<file path="config.mk">
export PLATFORM = sky130hd
export DESIGN_NAME = alu_seq_flat
export DESIGN_NICKNAME = d
export VERILOG_FILES = /design/src/rtl/alu_pkg.sv /design/src/rtl/alu_seq_if.sv /design/src/rtl/alu_muldiv_iter.sv /design/src/rtl/alu_seq.sv /design/src/flat_wrapper.sv
export SDC_FILE = /design/constraint.sdc
export NUM_CORES = 1
export LEC_CHECK = 0
export CAP_MARGIN = 10
export CORE_MARGIN = 1.5
export CORE_UTILIZATION = 45
export CTS_CLUSTER_DIAMETER = 30
export DETAILED_ROUTE_END_ITERATION = 6
export PLACE_DENSITY = 0.65
export SKIP_LAST_GASP = 1
export SYNTH_ARGS = -nofsm -noshare
export SYNTH_HDL_FRONTEND = slang
export SYNTH_SLANG_ARGS = --single-unit
</file>
<file path="constraint.sdc">
create_clock -name clk -period 4.83 [get_ports clk]
set_clock_uncertainty 0.15 [all_clocks]
set_input_delay 0.966 -clock clk [delete_from_list [all_inputs] [get_ports clk]]
set_output_delay 0.966 -clock clk [all_outputs]
set_load 0.1 [all_outputs]
</file>
<file path="src/rtl/alu_pkg.sv">
// Shared types for the sequential ALU: op codes, FSM states and the
// long-operation classifier.
package alu_pkg;

    typedef enum logic [3:0] {
        OP_ADD   = 4'b0000,
        OP_SUB   = 4'b0001,
        OP_XOR   = 4'b0010,
        OP_OR    = 4'b0011,
        OP_AND   = 4'b0100,
        OP_SLT   = 4'b0101,
        OP_SLTU  = 4'b0110,
        OP_SLL   = 4'b0111,
        OP_SRL   = 4'b1000,
        OP_SRA   = 4'b1001,
        OP_MUL   = 4'b1010,
        OP_MULHU = 4'b1011,
        OP_DIVU  = 4'b1100,
        OP_REMU  = 4'b1101,
        OP_RSV0  = 4'b1110,
        OP_RSV1  = 4'b1111
    } alu_op_e;

    typedef enum logic [1:0] {
        ST_IDLE = 2'd0,
        ST_BUSY = 2'd1,
        ST_DONE = 2'd2
    } alu_state_e;

    function automatic logic is_long_op(input alu_op_e op);
        return (op == OP_MUL) || (op == OP_MULHU) || (op == OP_DIVU) || (op == OP_REMU);
    endfunction

endpackage

</file>
<file path="src/rtl/alu_seq_if.sv">
// Operand/result handshake bundle between the operand stage (master) and
// the sequential ALU (slave).
interface alu_seq_if
    import alu_pkg::*;
#(
    parameter int WIDTH = 32
);
    logic             in_valid;
    logic             in_ready;
    alu_op_e          op;
    logic [WIDTH-1:0] a;
    logic [WIDTH-1:0] b;
    logic             out_valid;
    logic             out_ready;
    logic [WIDTH-1:0] result;
    logic             zero;

    modport master (
        output in_valid, op, a, b, out_ready,
        input  in_ready, out_valid, result, zero
    );

    modport slave (
        input  in_valid, op, a, b, out_ready,
        output in_ready, out_valid, result, zero
    );
endinterface

</file>
<file path="src/rtl/alu_muldiv_iter.sv">
// Iterative unsigned multiplier / restoring divider, one bit per cycle.
// The hi/lo pair is the product accumulator for MUL and remainder/quotient for DIV.
module alu_muldiv_iter
    import alu_pkg::*;
#(
    parameter int WIDTH = 32
) (
    input  logic             clk,
    input  logic             reset,
    input  logic             start,
    input  logic             abort,
    input  logic             is_div,
    input  logic [WIDTH-1:0] a,
    input  logic [WIDTH-1:0] b,
    output logic             done,
    output logic [WIDTH-1:0] product_lo,
    output logic [WIDTH-1:0] product_hi,
    output logic [WIDTH-1:0] quotient,
    output logic [WIDTH-1:0] remainder
);
    localparam int CW = $clog2(WIDTH) + 1;

    logic [CW-1:0]    count;
    logic [WIDTH-1:0] hi_q, lo_q, b_q;
    logic             div_q;

    logic [WIDTH:0]   add_sum;
    logic [WIDTH:0]   shifted;
    logic [WIDTH-1:0] diff;
    logic             ge;
    logic [WIDTH-1:0] hi_n, lo_n;

    // With b == 0 every compare succeeds, so the quotient fills with ones and
    // the remainder ends up equal to a without any special casing.
    always_comb begin
        add_sum = {1'b0, hi_q} + (lo_q[0] ? {1'b0, b_q} : '0);
        shifted = {hi_q, lo_q[WIDTH-1]};
        ge      = (shifted >= {1'b0, b_q});
        diff    = shifted[WIDTH-1:0] - b_q;
        if (div_q) begin
            hi_n = ge ? diff : shifted[WIDTH-1:0];
            lo_n = {lo_q[WIDTH-2:0], ge};
        end else begin
            hi_n = add_sum[WIDTH:1];
            lo_n = {add_sum[0], lo_q[WIDTH-1:1]};
        end
    end

    always_ff @(posedge clk or posedge reset) begin
        if (reset) begin
            count <= '0;
            hi_q  <= '0;
            lo_q  <= '0;
            b_q   <= '0;
            div_q <= 1'b0;
        end else if (abort) begin
            count <= '0;
        end else if (start) begin
            count <= CW'(WIDTH);
            hi_q  <= '0;
            lo_q  <= a;
            b_q   <= b;
            div_q <= is_div;
        end else if (count != '0) begin
            count <= count - 1'b1;
            hi_q  <= hi_n;
            lo_q  <= lo_n;
        end
    end

    // Results are the post-step values so the caller can capture them on the final step.
    assign done       = (count == CW'(1));
    assign product_lo = lo_n;
    assign product_hi = hi_n;
    assign quotient   = lo_n;
    assign remainder  = hi_n;

endmodule

</file>
<file path="src/rtl/alu_seq.sv">
// Handshaked sequential ALU: single-cycle simple ops, WIDTH-cycle mul/div,
// with a registered result held until the consumer takes it.
module alu_seq
    import alu_pkg::*;
#(
    parameter int WIDTH = 32
) (
    input  logic      clk,
    input  logic      reset,
    input  logic      flush,
    alu_seq_if.slave  bus
);
    localparam int SW = $clog2(WIDTH);

    alu_state_e       state, next_state;
    alu_op_e          op_q;
    logic [WIDTH-1:0] result_q;
    logic [WIDTH-1:0] simple_res;
    logic [WIDTH-1:0] long_res;
    logic [SW-1:0]    shamt;

    logic in_ready, out_valid, accept, start_long, load_simple, load_long;
    logic iter_done;
    logic [WIDTH-1:0] product_lo, product_hi, quotient, remainder;

    assign shamt = bus.b[SW-1:0];

    always_comb begin
        simple_res = '0;
        case (bus.op)
            OP_ADD:  simple_res = bus.a + bus.b;
            OP_SUB:  simple_res = bus.a - bus.b;
            OP_XOR:  simple_res = bus.a ^ bus.b;
            OP_OR:   simple_res = bus.a | bus.b;
            OP_AND:  simple_res = bus.a & bus.b;
            OP_SLT:  simple_res = {{(WIDTH-1){1'b0}}, ($signed(bus.a) < $signed(bus.b))};
            OP_SLTU: simple_res = {{(WIDTH-1){1'b0}}, (bus.a < bus.b)};
            OP_SLL:  simple_res = bus.a << shamt;
            OP_SRL:  simple_res = bus.a >> shamt;
            OP_SRA:  simple_res = $signed(bus.a) >>> shamt;
            default: simple_res = '0;
        endcase
    end

    alu_muldiv_iter #(.WIDTH(WIDTH)) u_iter (
        .clk        (clk),
        .reset      (reset),
        .start      (start_long),
        .abort      (flush),
        .is_div     ((bus.op == OP_DIVU) || (bus.op == OP_REMU)),
        .a          (bus.a),
        .b          (bus.b),
        .done       (iter_done),
        .product_lo (product_lo),
        .product_hi (product_hi),
        .quotient   (quotient),
        .remainder  (remainder)
    );

    always_comb begin
        case (op_q)
            OP_MUL:   long_res = product_lo;
            OP_MULHU: long_res = product_hi;
            OP_DIVU:  long_res = quotient;
            default:  long_res = remainder;
        endcase
    end

    always_ff @(posedge clk or posedge reset) begin
        if (reset) state <= ST_IDLE;
        else       state <= next_state;
    end

    // flush wins over everything, including a handshake in the same cycle.
    always_comb begin
        next_state = state;
        if (flush) begin
            next_state = ST_IDLE;
        end else begin
            case (state)
                ST_IDLE: if (accept) next_state = is_long_op(bus.op) ? ST_BUSY : ST_DONE;
                ST_BUSY: if (iter_done) next_state = ST_DONE;
                ST_DONE: begin
                    if (accept)             next_state = is_long_op(bus.op) ? ST_BUSY : ST_DONE;
                    else if (bus.out_ready) next_state = ST_IDLE;
                end
                default: next_state = ST_IDLE;
            endcase
        end
    end

    always_comb begin
        in_ready    = (state == ST_IDLE) || ((state == ST_DONE) && bus.out_ready);
        out_valid   = (state == ST_DONE);
        accept      = bus.in_valid && in_ready && !flush;
        start_long  = accept && is_long_op(bus.op);
        load_simple = accept && !is_long_op(bus.op);
        load_long   = (state == ST_BUSY) && iter_done && !flush;
    end

    always_ff @(posedge clk or posedge reset) begin
        if (reset) begin
            result_q <= '0;
            op_q     <= OP_ADD;
        end else begin
            if (start_long)       op_q     <= bus.op;
            if (load_simple)      result_q <= simple_res;
            else if (load_long)   result_q <= long_res;
        end
    end

    assign bus.in_ready  = in_ready;
    assign bus.out_valid = out_valid;
    assign bus.result    = result_q;
    assign bus.zero      = (result_q == '0);

endmodule

</file>
<file path="src/flat_wrapper.sv">
// flat-port wrapper written by rule: the top's interface ports become plain ports
module alu_seq_flat import alu_pkg::*;
#(
    parameter int WIDTH = 32
)
  (clk, reset, flush, bus_in_valid, bus_op, bus_a, bus_b, bus_out_ready, bus_in_ready, bus_out_valid, bus_result, bus_zero);
  alu_seq_if #(.WIDTH(WIDTH)) bus_i ();
  input  logic clk;
  input  logic reset;
  input  logic flush;
  input wire logic [$bits(bus_i.in_valid)-1:0] bus_in_valid;
  input wire logic [$bits(bus_i.op)-1:0] bus_op;
  input wire logic [$bits(bus_i.a)-1:0] bus_a;
  input wire logic [$bits(bus_i.b)-1:0] bus_b;
  input wire logic [$bits(bus_i.out_ready)-1:0] bus_out_ready;
  output wire logic [$bits(bus_i.in_ready)-1:0] bus_in_ready;
  output wire logic [$bits(bus_i.out_valid)-1:0] bus_out_valid;
  output wire logic [$bits(bus_i.result)-1:0] bus_result;
  output wire logic [$bits(bus_i.zero)-1:0] bus_zero;
  assign bus_i.in_valid = bus_in_valid;
  assign bus_i.op = bus_op;
  assign bus_i.a = bus_a;
  assign bus_i.b = bus_b;
  assign bus_i.out_ready = bus_out_ready;
  assign bus_in_ready = bus_i.in_ready;
  assign bus_out_valid = bus_i.out_valid;
  assign bus_result = bus_i.result;
  assign bus_zero = bus_i.zero;
  alu_seq #(.WIDTH(WIDTH)) u_core (.clk(clk), .reset(reset), .flush(flush), .bus(bus_i));
endmodule
</file>
==> impl_table.tex <==
\begin{tabular}{lr}
\hline
Metric & Value \\
\hline
\multicolumn{2}{l}{\textbf{Worst setup path}} \\
Data arrival time at the worst-slack endpoint & 4.68 ns \\
Worst reg-to-reg path cell count & 10 \\
Class of the most critical setup path & input pin to flip-flop \\
Maximum net fanout on the critical path & 5 \\
Crit. path cell count & 14 \\
Slowest stage cell on the critical path & clkdlybuf4s50\_1 \\
Startpoint of the most critical setup path & bus\_a[1] \\
Setup slack on the worst flop-to-flop path & roughly 0.48 ns \\
Reg-to-reg startpoint & u\_core.u\_iter.hi\_q[3]\$\_DFFE\_PP0P\_ \\
Reg-to-Reg End & u\_core.bus.result[27]\$\_DFFE\_PP0P\_ \\
End of the critical path & u\_core.bus.result[25]\$\_DFFE\_PP0P\_ \\
Largest delay contributor family on the critical path & compound AO/OA/AOI/OAI gates \\
List of cells traversed by the critical path & clkdlybuf4s50\_1 > inv\_1 > ha\_1 > nor2\_1 > o311a\_1 > o311a\_1 > or3b\_4 > a311o\_1 > a21oi\_2 > buf\_4 > o21ai\_0 > mux2i\_1 > o21ai\_0 > o311ai\_0 \\
Critical Path Source Type & input pin \\
Critical Path Sink Type & flip-flop \\
Endpoint required time on the critical path & 4.96 ns \\
Total buffers and inverters traversed by the critical path & 3 \\
Worst path max stage delay & about 0.63 ns \\
\multicolumn{2}{l}{\textbf{Die}} \\
Die Width & about 210 um \\
Floorplan row count & 76 \\
Die area & 0.04468 sq mm \\
I/O pin cnt & 108 \\
Floorplan core area & approximately 0.043 sq mm \\
Initial Util & 0.4546 \\
Vertical die dimension & 211.4 um \\
\multicolumn{2}{l}{\textbf{Clock network}} \\
Clock buffers created by TritonCTS & 17 \\
Cell at the root of the clock tree & clkbuf\_16 \\
\# resized after CTS & 0 \\
Clock transition time at the flip-flop clock pins of the worst setup and hold paths & 0.06 ns \\
Clk buf depth & 2 \\
Total of hold buffers inserted after clock tree synthesis & 0 \\
Worst skew pair latency & between 0.4 and 0.5 ns \\
Total number of H-tree levels & 4 \\
Post-CTS setup buffers & 0 \\
CTS tree & done \\
Clock net sink count & 141 \\
\multicolumn{2}{l}{\textbf{Routing}} \\
Number of remaining DRC errors & 1 \\
Mean number of vias per cell & 6.500 \\
Remaining antenna violation count & 0 \\
Overall routed net length & 90600 um \\
Total number of vias & 22248 \\
Total iterations of the first detailed-routing run & 7 \\
WL/cell & 26.47 um \\
Initial detailed-routing violation count & 2800 \\
\multicolumn{2}{l}{\textbf{Power and ir drop}} \\
Switching part of the total power & 0.5330 \\
Leakage & 0.01042 uW \\
Reported net switching power & 6035 uW \\
Power share of the sequential group & 0.188 \\
Cell-internal power & 5288 uW \\
Peak VDD IR & 0.3571 mV \\
Portion of total power attributed to combinational logic & 0.690 \\
Clock group share of total power & 0.123 \\
Power density normalized to cell area & 490.5 mW/mm\^{}2 \\
\multicolumn{2}{l}{\textbf{Layout}} \\
Layout-stage area growth over the synthesis result & 18.17\% \\
FILL cells & 4231 \\
Top library cells by usage in the layout, fill and taps aside & 312 x nand2\_1, 262 x nor2\_1, 230 x o21ai\_0, 230 x a21oi\_1, 220 x buf\_4 \\
Share of layout cells above drive strength 1 & 0.1297 \\
Fin nets & 3067 \\
Cell area after layout & 0.02309 sq mm \\
Most common cell after layout, fill and taps aside & nand2\_1 \\
\multicolumn{2}{l}{\textbf{Yosys}} \\
Post-Syn Area per Cell & 7.359 sq um \\
Synth Cell Area & between 0.015 and 0.02 sq mm \\
Asr flop ratio synth & 1.000 \\
Post-synth cell types & 92 \\
Share of Yosys cell area claimed by the top area cell type & 0.1806 \\
Adder and majority gate portion of the synthesized area & 0.1104 \\
Synthesized-area fraction occupied by ao, oa, aoi and oai cells & 0.2979 \\
Synthesized net count & 2898 \\
Dominant combinational cell family by area after synthesis & compound AO/OA/AOI/OAI gates \\
Simple-Gate Fraction of Synth Area & 0.2045 \\
Xor-xnor portion of the synthesized cell area & 0.03228 \\
Prevailing post-synth register cell & dfrtp\_1 \\
Total number of yosys warnings & 0 \\
Synthesis-stage register bit count & 141 \\
Number of enable-type register cells in the synthesized netlist & 0 \\
Gate count after technology mapping & 2655 \\
Post-synth top area cell & dfrtp\_1 \\
Sequential cell area fraction in the yosys report & 0.1806 \\
Share of synthesized area spent on multiplexers & 0.1056 \\
Leading cell types by total area after synthesis & dfrtp\_1 18\%, ha\_1 11\%, nand2\_1 6.0\% \\
\multicolumn{2}{l}{\textbf{Global route}} \\
Initial antenna violation count & 3 \\
Via count of the first global-routing pass & approximately 21000 \\
GRT Residual Overflow & 0 \\
Wire length of the first global-routing pass & 134400 um \\
Largest net degree at the start of global routing & 112 \\
All-Layer GR Usage & 0.4017 \\
\multicolumn{2}{l}{\textbf{Hold path}} \\
Worst hold path type & flip-flop to flip-flop \\
\multicolumn{2}{l}{\textbf{Timing}} \\
Setup repair after global routing missed its margin & no \\
Highest attainable clock frequency & 220.0 MHz \\
Final worst-path setup slack & approximately 0.28 ns \\
Final setup fails & 0 \\
Post-layout min period & 4.546 ns \\
Worst relative slew slack & 0.3465 \\
Slew at the pin with the worst max-slew slack & 0.9773 ns \\
Final period util & 0.9411 \\
Hold Fails Final Rpt & 0 \\
Final max-slew violation count & 0 \\
\multicolumn{2}{l}{\textbf{Outcome}} \\
Violated checks & design-rule violations \\
Outcome & finished with violations \\
\multicolumn{2}{l}{\textbf{Placed design}} \\
Number of input and output port buffers inserted & 107 \\
Hpwl dp & 72620 um \\
Area of placed instances & approximately 0.022 sq mm \\
Final GP Congestion & 1.052 \\
Setup WS pre-CTS & -0.1405 ns \\
\multicolumn{2}{l}{\textbf{Flow run}} \\
Max-Cap Viols & 0 \\
\hline
\end{tabular}
-- how the worst min path moves through the flow --
stage,from,to,cells after the start
floorplan,u_core.op_q[3]$_DFFE_PP0P_,u_core.op_q[3]$_DFFE_PP0P_,1
global placement,u_core.op_q[3]$_DFFE_PP0P_,u_core.op_q[3]$_DFFE_PP0P_,1
detailed placement,u_core.op_q[3]$_DFFE_PP0P_,u_core.op_q[3]$_DFFE_PP0P_,1
CTS,u_core.op_q[3]$_DFFE_PP0P_,u_core.op_q[3]$_DFFE_PP0P_,1
global route,u_core.op_q[3]$_DFFE_PP0P_,u_core.op_q[3]$_DFFE_PP0P_,1
finish,u_core.op_q[3]$_DFFE_PP0P_,u_core.op_q[3]$_DFFE_PP0P_,1
-- cell usage after synthesis, types with 44 or more instances --
master / n
a21oi_1: 230
nand2_1: 312
a31oi_1: 51
clkbuf_1: 137
nor3_1: 47
nor2_1: 263
o21ai_0: 230
ha_1: 166
dfrtp_1: 141
mux2i_1: 97
and2_1: 44
inv_1: 152
-- routing by layer --
| layer | track usage | part of all wire |
|---|---|---|
| met1 | 0.5326 | 0.41 |
| met2 | 0.6384 | 0.45 |
| met3 | 0.05563 | 0.085 |
| met4 | 0.2044 | 0.053 |
| met5 | 0 | 0.00030 |
-- area by class of cell --
cell class                      instances  area, sq um  area share
Sequential cell                       141         3532      0.1530
Clock inverter                         10        137.6    0.005961
Clock buffer                           22        474.2     0.02054
Timing Repair Buffer                  337         2933      0.1270
Multi-Input combinational cell       2172        14690      0.6363
Antenna cell                            1        2.502   0.0001084
Inverter                              155        585.6     0.02536
Tap cell                              585        732.0     0.03170
-- worst register-to-register path: stages (launching register included) --
cell	delay [ns]
dfrtp_1	0.42
ha_1	0.39
nand3_1	0.24
a21oi_1	0.30
o21ai_0	0.26
a2111oi_2	0.61
o31ai_2	0.24
o21ai_2	0.39
nand2_1	0.39
o21ai_0	0.67
a211o_1	0.22
-- power by group through the flow --
stage / Clock, uW / Combinational [uW] / Sequential (uW)
3_3_place_gp: 0 / 7510 / 2110
5_1_grt: 1440 / 8410 / 2170
2_1_floorplan: 0 / 4790 / 2590
4_1_cts: 1390 / 7650 / 2100
6_report: 1390 / 7810 / 2120
3_5_place_dp: 0 / 7590 / 2120
-- state kept, by name, summed over array words and instances (netlist names) --
name	count
u_core.bus.result	32
u_core.u_iter.b_q	32
u_core.u_iter.hi_q	32
u_core.u_iter.lo_q	32
u_core.u_iter.count	6
u_core.op_q	4
u_core.state	2
u_core.u_iter.div_q	1
-- per-stage QoR --
stage	util	power [uW]	TNS, ns	hold WS (ns)	cells
4_1_cts	0.5371	11140	0	0.3449	3422
5_1_grt	0.5371	12010	0	0.3807	3422
3_3_place_gp	0.5229	9618	-0.2319	0.3176	3390
2_1_floorplan	-	7380	0	0.3002	2655
3_5_place_dp	0.5229	9705	-0.4209	0.3217	3390
6_report	0.5371	11320	0	0.3476	3423
-- cell families (layout without fill, tap and decap cells) --
kind of cell	count (synthesis)	in the layout
other	0	1
buffers and inverters	342	524
adders and majority gates	170	170
muxes	155	155
xor gates and xnor gates	72	72
AOI/OAI and AO/OA	897	897
DFF	141	141
and+or+nand+nor	878	878
Note: power is estimated with default switching activity, not from simulation.
